`config.mk`:
```
export PLATFORM = sky130hd
export DESIGN_NAME = bram1be_arbiter
export DESIGN_NICKNAME = d
export VERILOG_FILES = /design/src/rtl/bram1be_arbiter.sv
export SDC_FILE = /design/constraint.sdc
export NUM_CORES = 1
export LEC_CHECK = 0
export CAP_MARGIN = 0
export CORE_MARGIN = 4
export CORE_UTILIZATION = 24
export DETAILED_ROUTE_END_ITERATION = 6
export GPL_TIMING_DRIVEN = 0
export PLACE_DENSITY = 0.9
export SLEW_MARGIN = 20
export SYNTH_ARGS = -nofsm -noshare
export SYNTH_HDL_FRONTEND = slang
export SYNTH_SLANG_ARGS = --single-unit
```
`constraint.sdc`:
```
create_clock -name CLK -period 2.1 [get_ports CLK]
set_input_delay 0.63 -clock CLK [delete_from_list [all_inputs] [get_ports CLK]]
set_output_delay 0.63 -clock CLK [all_outputs]
set_load 0.01 [all_outputs]
```
`src/rtl/bram1be_arbiter.sv`:
```
// Two-requester round-robin arbiter for a single-ported byte-enable block RAM.
// Grants one access per cycle and steers read data back to the issuing requester.
module bram1be_arbiter #(
  parameter int PIPELINED  = 0,
  parameter int ADDR_WIDTH = 1,
  parameter int CHUNKSIZE  = 8,
  parameter int WE_WIDTH   = 1,
  parameter int DATA_WIDTH = 8
) (
  input  logic                  CLK,
  input  logic                  RST,

  input  logic                  REQ_VALID0,
  output logic                  REQ_READY0,
  input  logic [WE_WIDTH-1:0]   REQ_WE0,
  input  logic [ADDR_WIDTH-1:0] REQ_ADDR0,
  input  logic [DATA_WIDTH-1:0] REQ_DI0,
  output logic                  RSP_VALID0,
  output logic [DATA_WIDTH-1:0] RSP_DATA0,

  input  logic                  REQ_VALID1,
  output logic                  REQ_READY1,
  input  logic [WE_WIDTH-1:0]   REQ_WE1,
  input  logic [ADDR_WIDTH-1:0] REQ_ADDR1,
  input  logic [DATA_WIDTH-1:0] REQ_DI1,
  output logic                  RSP_VALID1,
  output logic [DATA_WIDTH-1:0] RSP_DATA1,

  output logic                  BRAM_EN,
  output logic [WE_WIDTH-1:0]   BRAM_WE,
  output logic [ADDR_WIDTH-1:0] BRAM_ADDR,
  output logic [DATA_WIDTH-1:0] BRAM_DI,
  input  logic [DATA_WIDTH-1:0] BRAM_DO
);

  localparam int LAT = (PIPELINED != 0) ? 2 : 1;

  if (DATA_WIDTH != CHUNKSIZE * WE_WIDTH) begin : g_bad_width
    $error("bram1be_arbiter: DATA_WIDTH must equal CHUNKSIZE*WE_WIDTH");
  end

  typedef struct packed {
    logic valid;
    logic owner;
  } tag_t;

  logic                  pri;
  tag_t [LAT-1:0]        tag_q;

  logic                  both_valid;
  logic                  grant_any;
  logic                  grant_sel;
  logic                  read_grant;
  logic [WE_WIDTH-1:0]   sel_we;

  // NOTE: every signal written here gets a default first, so no path leaves it
  // unassigned and no latch is inferred.
  always_comb begin
    both_valid = REQ_VALID0 & REQ_VALID1;
    // Grants are suppressed while RST is high so the RAM port stays idle.
    grant_any  = (REQ_VALID0 | REQ_VALID1) & ~RST;
    grant_sel  = both_valid ? pri : REQ_VALID1;
    sel_we     = grant_sel ? REQ_WE1 : REQ_WE0;
    read_grant = grant_any & (sel_we == '0);

    REQ_READY0 = grant_any & ~grant_sel;
    REQ_READY1 = grant_any &  grant_sel;

    BRAM_EN    = grant_any;
    BRAM_WE    = '0;
    BRAM_ADDR  = REQ_ADDR0;
    BRAM_DI    = REQ_DI0;
    if (grant_any) begin
      BRAM_WE = sel_we;
      if (grant_sel) begin
        BRAM_ADDR = REQ_ADDR1;
        BRAM_DI   = REQ_DI1;
      end
    end
  end

  // NOTE: state registers use non-blocking assignments so every stage of the
  // tag shift samples the pre-edge value of its neighbour.
  always_ff @(posedge CLK or posedge RST) begin
    if (RST) begin
      pri   <= 1'b0;
      tag_q <= '0;
    end else begin
      if (both_valid) begin
        pri <= ~grant_sel;
      end
      tag_q[0] <= tag_t'{valid: read_grant, owner: grant_sel};
      for (int i = 1; i < LAT; i++) begin
        tag_q[i] <= tag_q[i-1];
      end
    end
  end

  // Read data is shared; only the valid strobe identifies the owner.
  always_comb begin
    RSP_VALID0 = tag_q[LAT-1].valid & ~tag_q[LAT-1].owner;
    RSP_VALID1 = tag_q[LAT-1].valid &  tag_q[LAT-1].owner;
    RSP_DATA0  = BRAM_DO;
    RSP_DATA1  = BRAM_DO;
  end

endmodule
```
==> results of run 1 <==
==> where the power goes <==
part	switching, uW	internal, uW	leakage, uW
clock network	31.6	71.3	0.0000150
registers	11.3	73.9	0.0000372
logic	111	207	0.000472
total	154	352	0.000524
==> logic make-up (layout without fill, tap and decap cells) <==
| group | Yosys count | count (layout) | synth area share (%) |
|---|---|---|---|
| flops | 3 | 3 | 18.02 |
| simple gates | 14 | 15 | 20.72 |
| buf+inv | 19 | 85 | 31.53 |
| mux | 9 | 9 | 24.32 |
| xor+xnor | 1 | 1 | 2.102 |
| compound gates | 2 | 2 | 3.303 |
==> flip-flops by register name, indices dropped and copies added, names as in the netlist <==
signal	count
pri	1
tag_q	2
==> routing by layer <==
layer / global-route usage (%) / vias to the layer above / wire length [um]
li1: - / 278 / -
met5: 0 / - / 0
met4: 7.834 / 0 / 18
met2: 31.50 / 33 / 1128
met1: 9.222 / 264 / 519
met3: 4.819 / 3 / 137
==> stage by stage <==
stage / TNS (ns) / util [%] / instance area (sq um) / instances
2_1_floorplan: 0 / - / 416.7 / 48
3_3_place_gp: -9.921 / 61.98 / 977.2 / 118
3_5_place_dp: -10.46 / 61.98 / 977.2 / 118
4_1_cts: -0.3289 / 65.71 / 1036 / 128
5_1_grt: -0.3888 / 68.41 / 1079 / 131
6_report: -0.1380 / 68.41 / 1079 / 131
==> cells in the final DEF (no fill, tap or decap), drive strengths merged <==
master         count
a21oi              1
and2               1
buf               36
clkbuf             5
clkdlybuf4s50     36
dfrtp              3
dlygate4sd2        4
dlymetal6s2s       1
inv                3
mux2               9
nand2              4
nand2b             1
nand3              4
nor2               3
nor2b              1
o32ai              1
or2                1
xnor2              1
==> worst paths after layout <==
| path | start | end | slack (ns) | depth (start not counted) |
|---|---|---|---|---|
| hold / removal | RST | pri | 0.43 | 3 |
| hold reg to reg | pri | pri | 0.59 | 2 |
| setup / recovery | RST | BRAM_ADDR | -0.03 | 6 |
| min in group CLK | pri | pri | 0.59 | 2 |
| max in group asynchronous | RST | tag_q[1] | 1.58 | 3 |
| setup reg to reg | pri | tag_q[1] | 1.04 | 4 |
==> cell type report <==
cell class,count,area (sq um)
buffer,16,120.1
clock buffer,4,26.28
fill,116,498.0
inverter,3,13.76
multi-input combinational,27,227.7
sequential,3,75.07
tap,16,20.02
timing repair buffer,62,595.6
==> what timing repair did <==
| action | in CTS | in global routing |
|---|---|---|
| cloned | 1 | 0 |
| endpoints found under the setup margin | 13 | 9 |
| pin swaps | 3 | 1 |
| resized for setup | 67 | 6 |
| buffers inserted | 5 | 3 |
==> critical path, delay by kind of cell <==
family | cells | cell delay (ns)
buffers and inverters | 4 | 0.50
AND/OR/NAND/NOR | 1 | 0.11
multiplexers | 1 | 0.27
==> flow_summary.json, run 1 <==
{
  "cts_made_buffers": 3,
  "final_hold_viol_count": 0,
  "count_of_flip_flops_with_a_built_in_enable_after_synthesis": 0,
  "routedWlPerCell_um": 13.76,
  "critPathKind": "in2out",
  "initial_core_util_pct": 26.43,
  "fmax_ghz": 0.4686,
  "failing_checks": "negative setup slack",
  "syn-mean-instance-area_sq_um": 8.680,
  "critical-path-max-stage-delay_ns": 0.27,
  "pnr_worst_setup_slack_ns": -0.03417,
  "pre_cts_ws_ns": -0.9045,
  "setup-violations-final": 6,
  "timing.slew.headroom_pct": 84.56,
  "worstPathCellList": "buf_4, inv_4, nand3_4, buf_4, mux2_2, buf_6",
  "globalRouteTotalUtil_pct": 14.21,
  "cts.path.max_buffers": 2,
  "port-buffer-count": 54,
  "synth_fp_nets": 80,
  "critPathArrivalTime_ns": 1.50,
  "critPathRequiredTime_ns": 1.47,
  "result_of_the_run": "finished, violations left",
  "period_needed_ns": 2.134,
  "critical-path-top-cell-by-count": "sky130_fd_sc_hd__buf_4",
  "grt_pass1_vias": 615,
  "drv_slew": 0,
  "synth_top_cell_by_area": "sky130_fd_sc_hd__buf_4",
  "grt_max_degree": 8,
  "grt_setup_unrepaired": "true",
  "h-tree-depth": 1,
  "yosysTopAreaCellShare_pct": 28.83,
  "timing.hold.worst.class": "in2async",
  "mappedNetlistArea_sq_um": 416.7,
  "crit_path_start_kind": "primary input",
  "route.final.wire_length_mm": 1.803,
  "top_level_ports": 63,
  "drv_cap": 0,
  "numClockSinks": 3,
  "critPathSlowestCell": "sky130_fd_sc_hd__mux2_2",
  "floorplan.core_area_sq_um": 1577,
  "routed-via-count": 578,
  "final_net_count": 148,
  "synth_top_cells_by_count": "16 x sky130_fd_sc_hd__buf_4, 9 x sky130_fd_sc_hd__mux2_2, 4 x sky130_fd_sc_hd__nand2_1",
  "drt-pass1-iter-count": 6,
  "synthToLayoutAreaGrowth_pct": 158.9,
  "synth.yosys.warnings": 0,
  "crit_fanout": 6,
  "max-vdd-ir-drop_uv": 226.1,
  "die_width_um": 49.67,
  "async_reset_ff_share_pct": 100.0,
  "floorplan.die_area_sq_um": 2467,
  "synthFlopType": "sky130_fd_sc_hd__dfrtp_1",
  "cp-end-kind": "output port",
  "final_layout_size_suffix_gt1_share_pct": 46.96,
  "clkSlewWorstSetupHoldPaths_ns": 0.04,
  "yosys_register_bits": 3,
  "most_used_standard_cell_by_instance_count_after_synthesis": "sky130_fd_sc_hd__buf_4",
  "yosys.cell_types.count": 15,
  "power.density_cell_area_nw_per_um2": 469.2,
  "die_h_um": 49.67,
  "vias_per_cell": 4.412,
  "synth_top_cells_by_area": "sky130_fd_sc_hd__buf_4 29%, sky130_fd_sc_hd__mux2_2 24%, sky130_fd_sc_hd__dfrtp_1 18%",
  "drc_errors": 0,
  "place_congestion": 0.7164,
  "antenna_cells_inserted": 0,
  "number_of_antenna_violations_at_the_first_check_in_global_routing": 0,
  "ctsHoldBuffers": 0,
  "dp_hpwl_mm": 1.419,
  "synth-seq-area-share_pct": 18.02,
  "final_antenna_net_count": 0,
  "cell_leakage_power_uw": 0.0005239,
  "fin_skew_ns": 0.0001702,
  "post-layout-total-power_uw": 506.1,
  "cts_root_buffer_type": "sky130_fd_sc_hd__clkbuf_4",
  "tritoncts": "built",
  "timing.hold.ws_ns": 0.4299,
  "worstMarginPinSlew_ns": 0.2309,
  "global_route.overflow_total": 0,
  "layout_worst_path_cycle_share_pct": 101.6,
  "grt_pass1_wl_mm": 2.642,
  "clock_network_latency_to_the_later_pin_of_the_worst_skew_pair_ns": 0.24,
  "placementRows": 14,
  "netlist_instances": 48,
  "drt_iter0_markers": 5
}
(Power assumes the default switching activity.)
==> run 2: changes to the inputs <==
--- a/config.mk
+++ b/config.mk
@@ -8,9 +8,10 @@
 export CAP_MARGIN = 0
 export CORE_MARGIN = 4
 export CORE_UTILIZATION = 24
+export CTS_CLUSTER_SIZE = 24
 export DETAILED_ROUTE_END_ITERATION = 6
 export GPL_TIMING_DRIVEN = 0
-export PLACE_DENSITY = 0.9
+export PLACE_DENSITY_LB_ADDON = 0.05
 export SLEW_MARGIN = 20
 export SYNTH_ARGS = -nofsm -noshare
 export SYNTH_HDL_FRONTEND = slang
==> run 2 against run 1 <==
The flow still finishes with violations (negative setup slack). Final cell count down 0.76%. Flip-flop and latch count unchanged. Maximum frequency up 1.6%. Count of clock-buffer cells in the layout unchanged. First-iteration DRC count up 40%. Utilization up 1.1 points. Sequential power down 2.8%. Total power up 2.3%. Worst setup slack better by 0.033 ns. Die area unchanged. Largest cell class unchanged.
==> flow_summary.json, run 2 (synthesis gave the netlist of run 1 again) <==
{
  "result_of_the_run": "finished, violations left",
  "failing_checks": "negative setup slack",
  "drt_iter0_markers": 7,
  "cts_made_buffers": 3,
  "period_needed_ns": 2.102,
  "numClockSinks": 3,
  "largest_register_ff_count": 2,
  "h-tree-depth": 1,
  "timing.hold.worst.class": "in2async",
  "place_congestion": 0.7713,
  "pnr_worst_setup_slack_ns": -0.001531,
  "route.final.wire_length_mm": 1.765,
  "timing.hold.ws_ns": 0.3554,
  "port-buffer-count": 54,
  "clock_network_latency_to_the_later_pin_of_the_worst_skew_pair_ns": 0.24,
  "fmax_ghz": 0.4758,
  "critPathKind": "in2out",
  "final_layout_size_suffix_gt1_share_pct": 46.49,
  "vias_per_cell": 4.462,
  "power.density_cell_area_nw_per_um2": 472.3,
  "area.sequential_sq_um": 75.07,
  "multiInputGateArea_sq_um": 236.5,
  "fin_skew_ns": 0.002434,
  "die_width_um": 49.67,
  "drt-pass1-iter-count": 2,
  "cp-end-kind": "output port",
  "grt_pass1_wl_mm": 2.697,
  "drc_errors": 0,
  "synthToLayoutAreaGrowth_pct": 163.1,
  "grt_pass1_vias": 601,
  "final_hold_viol_count": 0,
  "drv_slew": 0,
  "design_area_sq_um": 1096,
  "placementRows": 14,
  "global_route.overflow_total": 0,
  "critPathArrivalTime_ns": 1.47,
  "totalNegativeSetupSlack_ns": -0.001531,
  "final_antenna_net_count": 0,
  "setup-violations-final": 1,
  "initial_core_util_pct": 26.43,
  "floorplan.core_area_sq_um": 1577,
  "routed-via-count": 580,
  "mostFrequentLayoutCells": "37 x sky130_fd_sc_hd__clkdlybuf4s50_1, 22 x sky130_fd_sc_hd__buf_4, 10 x sky130_fd_sc_hd__buf_6",
  "cell_leakage_power_uw": 0.0005564,
  "number_of_antenna_violations_at_the_first_check_in_global_routing": 0,
  "die_h_um": 49.67,
  "routedWlPerCell_um": 13.58,
  "biggestRegsByFlops": "tag_q x2, pri x1",
  "final_common_cell": "sky130_fd_sc_hd__clkdlybuf4s50_1",
  "globalRouteTotalUtil_pct": 14.33,
  "layout_worst_path_cycle_share_pct": 100.1,
  "max-vdd-ir-drop_uv": 205.5,
  "grt_setup_unrepaired": "true",
  "top_level_ports": 63,
  "floorplan.die_area_sq_um": 2467,
  "grt_max_degree": 7,
  "timing.slew.headroom_pct": 86.14,
  "worstMarginPinSlew_ns": 0.2073,
  "final_net_count": 147,
  "clkSlewWorstSetupHoldPaths_ns": 0.04,
  "drv_cap": 0,
  "regMostFlops": "tag_q",
  "crit_path_start_kind": "primary input",
  "antenna_cells_inserted": 0,
  "cts_root_buffer_type": "sky130_fd_sc_hd__clkbuf_4",
  "postPlaceCellArea_sq_um": 977.2,
  "tritoncts": "built",
  "ctsHoldBuffers": 0,
  "critPathRequiredTime_ns": 1.47,
  "crit_fanout": 1,
  "cts.path.max_buffers": 2,
  "fill_cells": 134
}
## run 2: cell count changes in the layout (fill, tap and decap cells not counted), sizes merged
cell	before	now
dlygate4sd2	4	3
clkdlybuf4s50	36	37
nand3	4	3
## run 2: report_power, final
group          switching [uW]  internal [uW]  leakage [uW]  total, uW
Sequential               8.98           73.9     0.0000372       82.8
Clock                    31.5           71.3     0.0000150        103
Combinational             113            219      0.000504        332
## run 2: cell type report
cell class              count  share of cell area [%]
repair buffers             62                   55.14
multi-input cells          26                   21.58
clock buffers               4                   2.397
well taps                  16                   1.826
plain buffers              16                   10.96
inverters                   3                   1.256
flip-flops and latches      3                   6.849
## run 2: path summary, 6_finish.rpt
kind | cells after the start | from | endpoint | slack [ns]
worst max-delay path | 3 | REQ_ADDR0 | BRAM_ADDR | -0.002
worst min-delay path | 3 | RST | pri | 0.36
worst max register to register | 5 | pri | tag_q[1] | 1.02
worst min register to register | 2 | pri | pri | 0.59
max in group asynchronous | 3 | RST | tag_q[0] | 1.65
min in group CLK | 2 | pri | pri | 0.59
## run 2: repair_timing
item / in CTS / in global routing
setup endpoints to repair: 13 / 10
resized for setup: 66 / 14
pin swaps: 1 / 1
buffers inserted: 6 / 2
endpoints found under the hold margin: 0 / 0
## run 2: critical path, stage by stage
cell                              delay [ns]
sky130_fd_sc_hd__clkdlybuf4s50_1        0.43
sky130_fd_sc_hd__mux2_2                 0.27
sky130_fd_sc_hd__buf_2                  0.14
## run 2: metrics by stage
step / util [%] / worst slack [ns] / total power, uW / std cells
after floorplan: - / 0.2403 / 210.5 / 48
after CTS: 64.60 / -0.01046 / 485.4 / 128
after global routing: 69.52 / -0.02967 / 549.4 / 130
after global placement: 61.98 / -0.8979 / 355.4 / 118
after detailed placement: 61.98 / -0.8958 / 358.8 / 118
final: 69.52 / -0.001531 / 517.7 / 130
## run 2: metal layers
metal	up-vias	part of all wire [%]	wire length [um]	GRT usage [%]
li1	277	-	-	-
met1	271	37	653	14.29
met2	28	56	984	27.97
met3	4	5.7	101	2.410
met4	0	1.4	25	6.912
met5	-	0	0	0
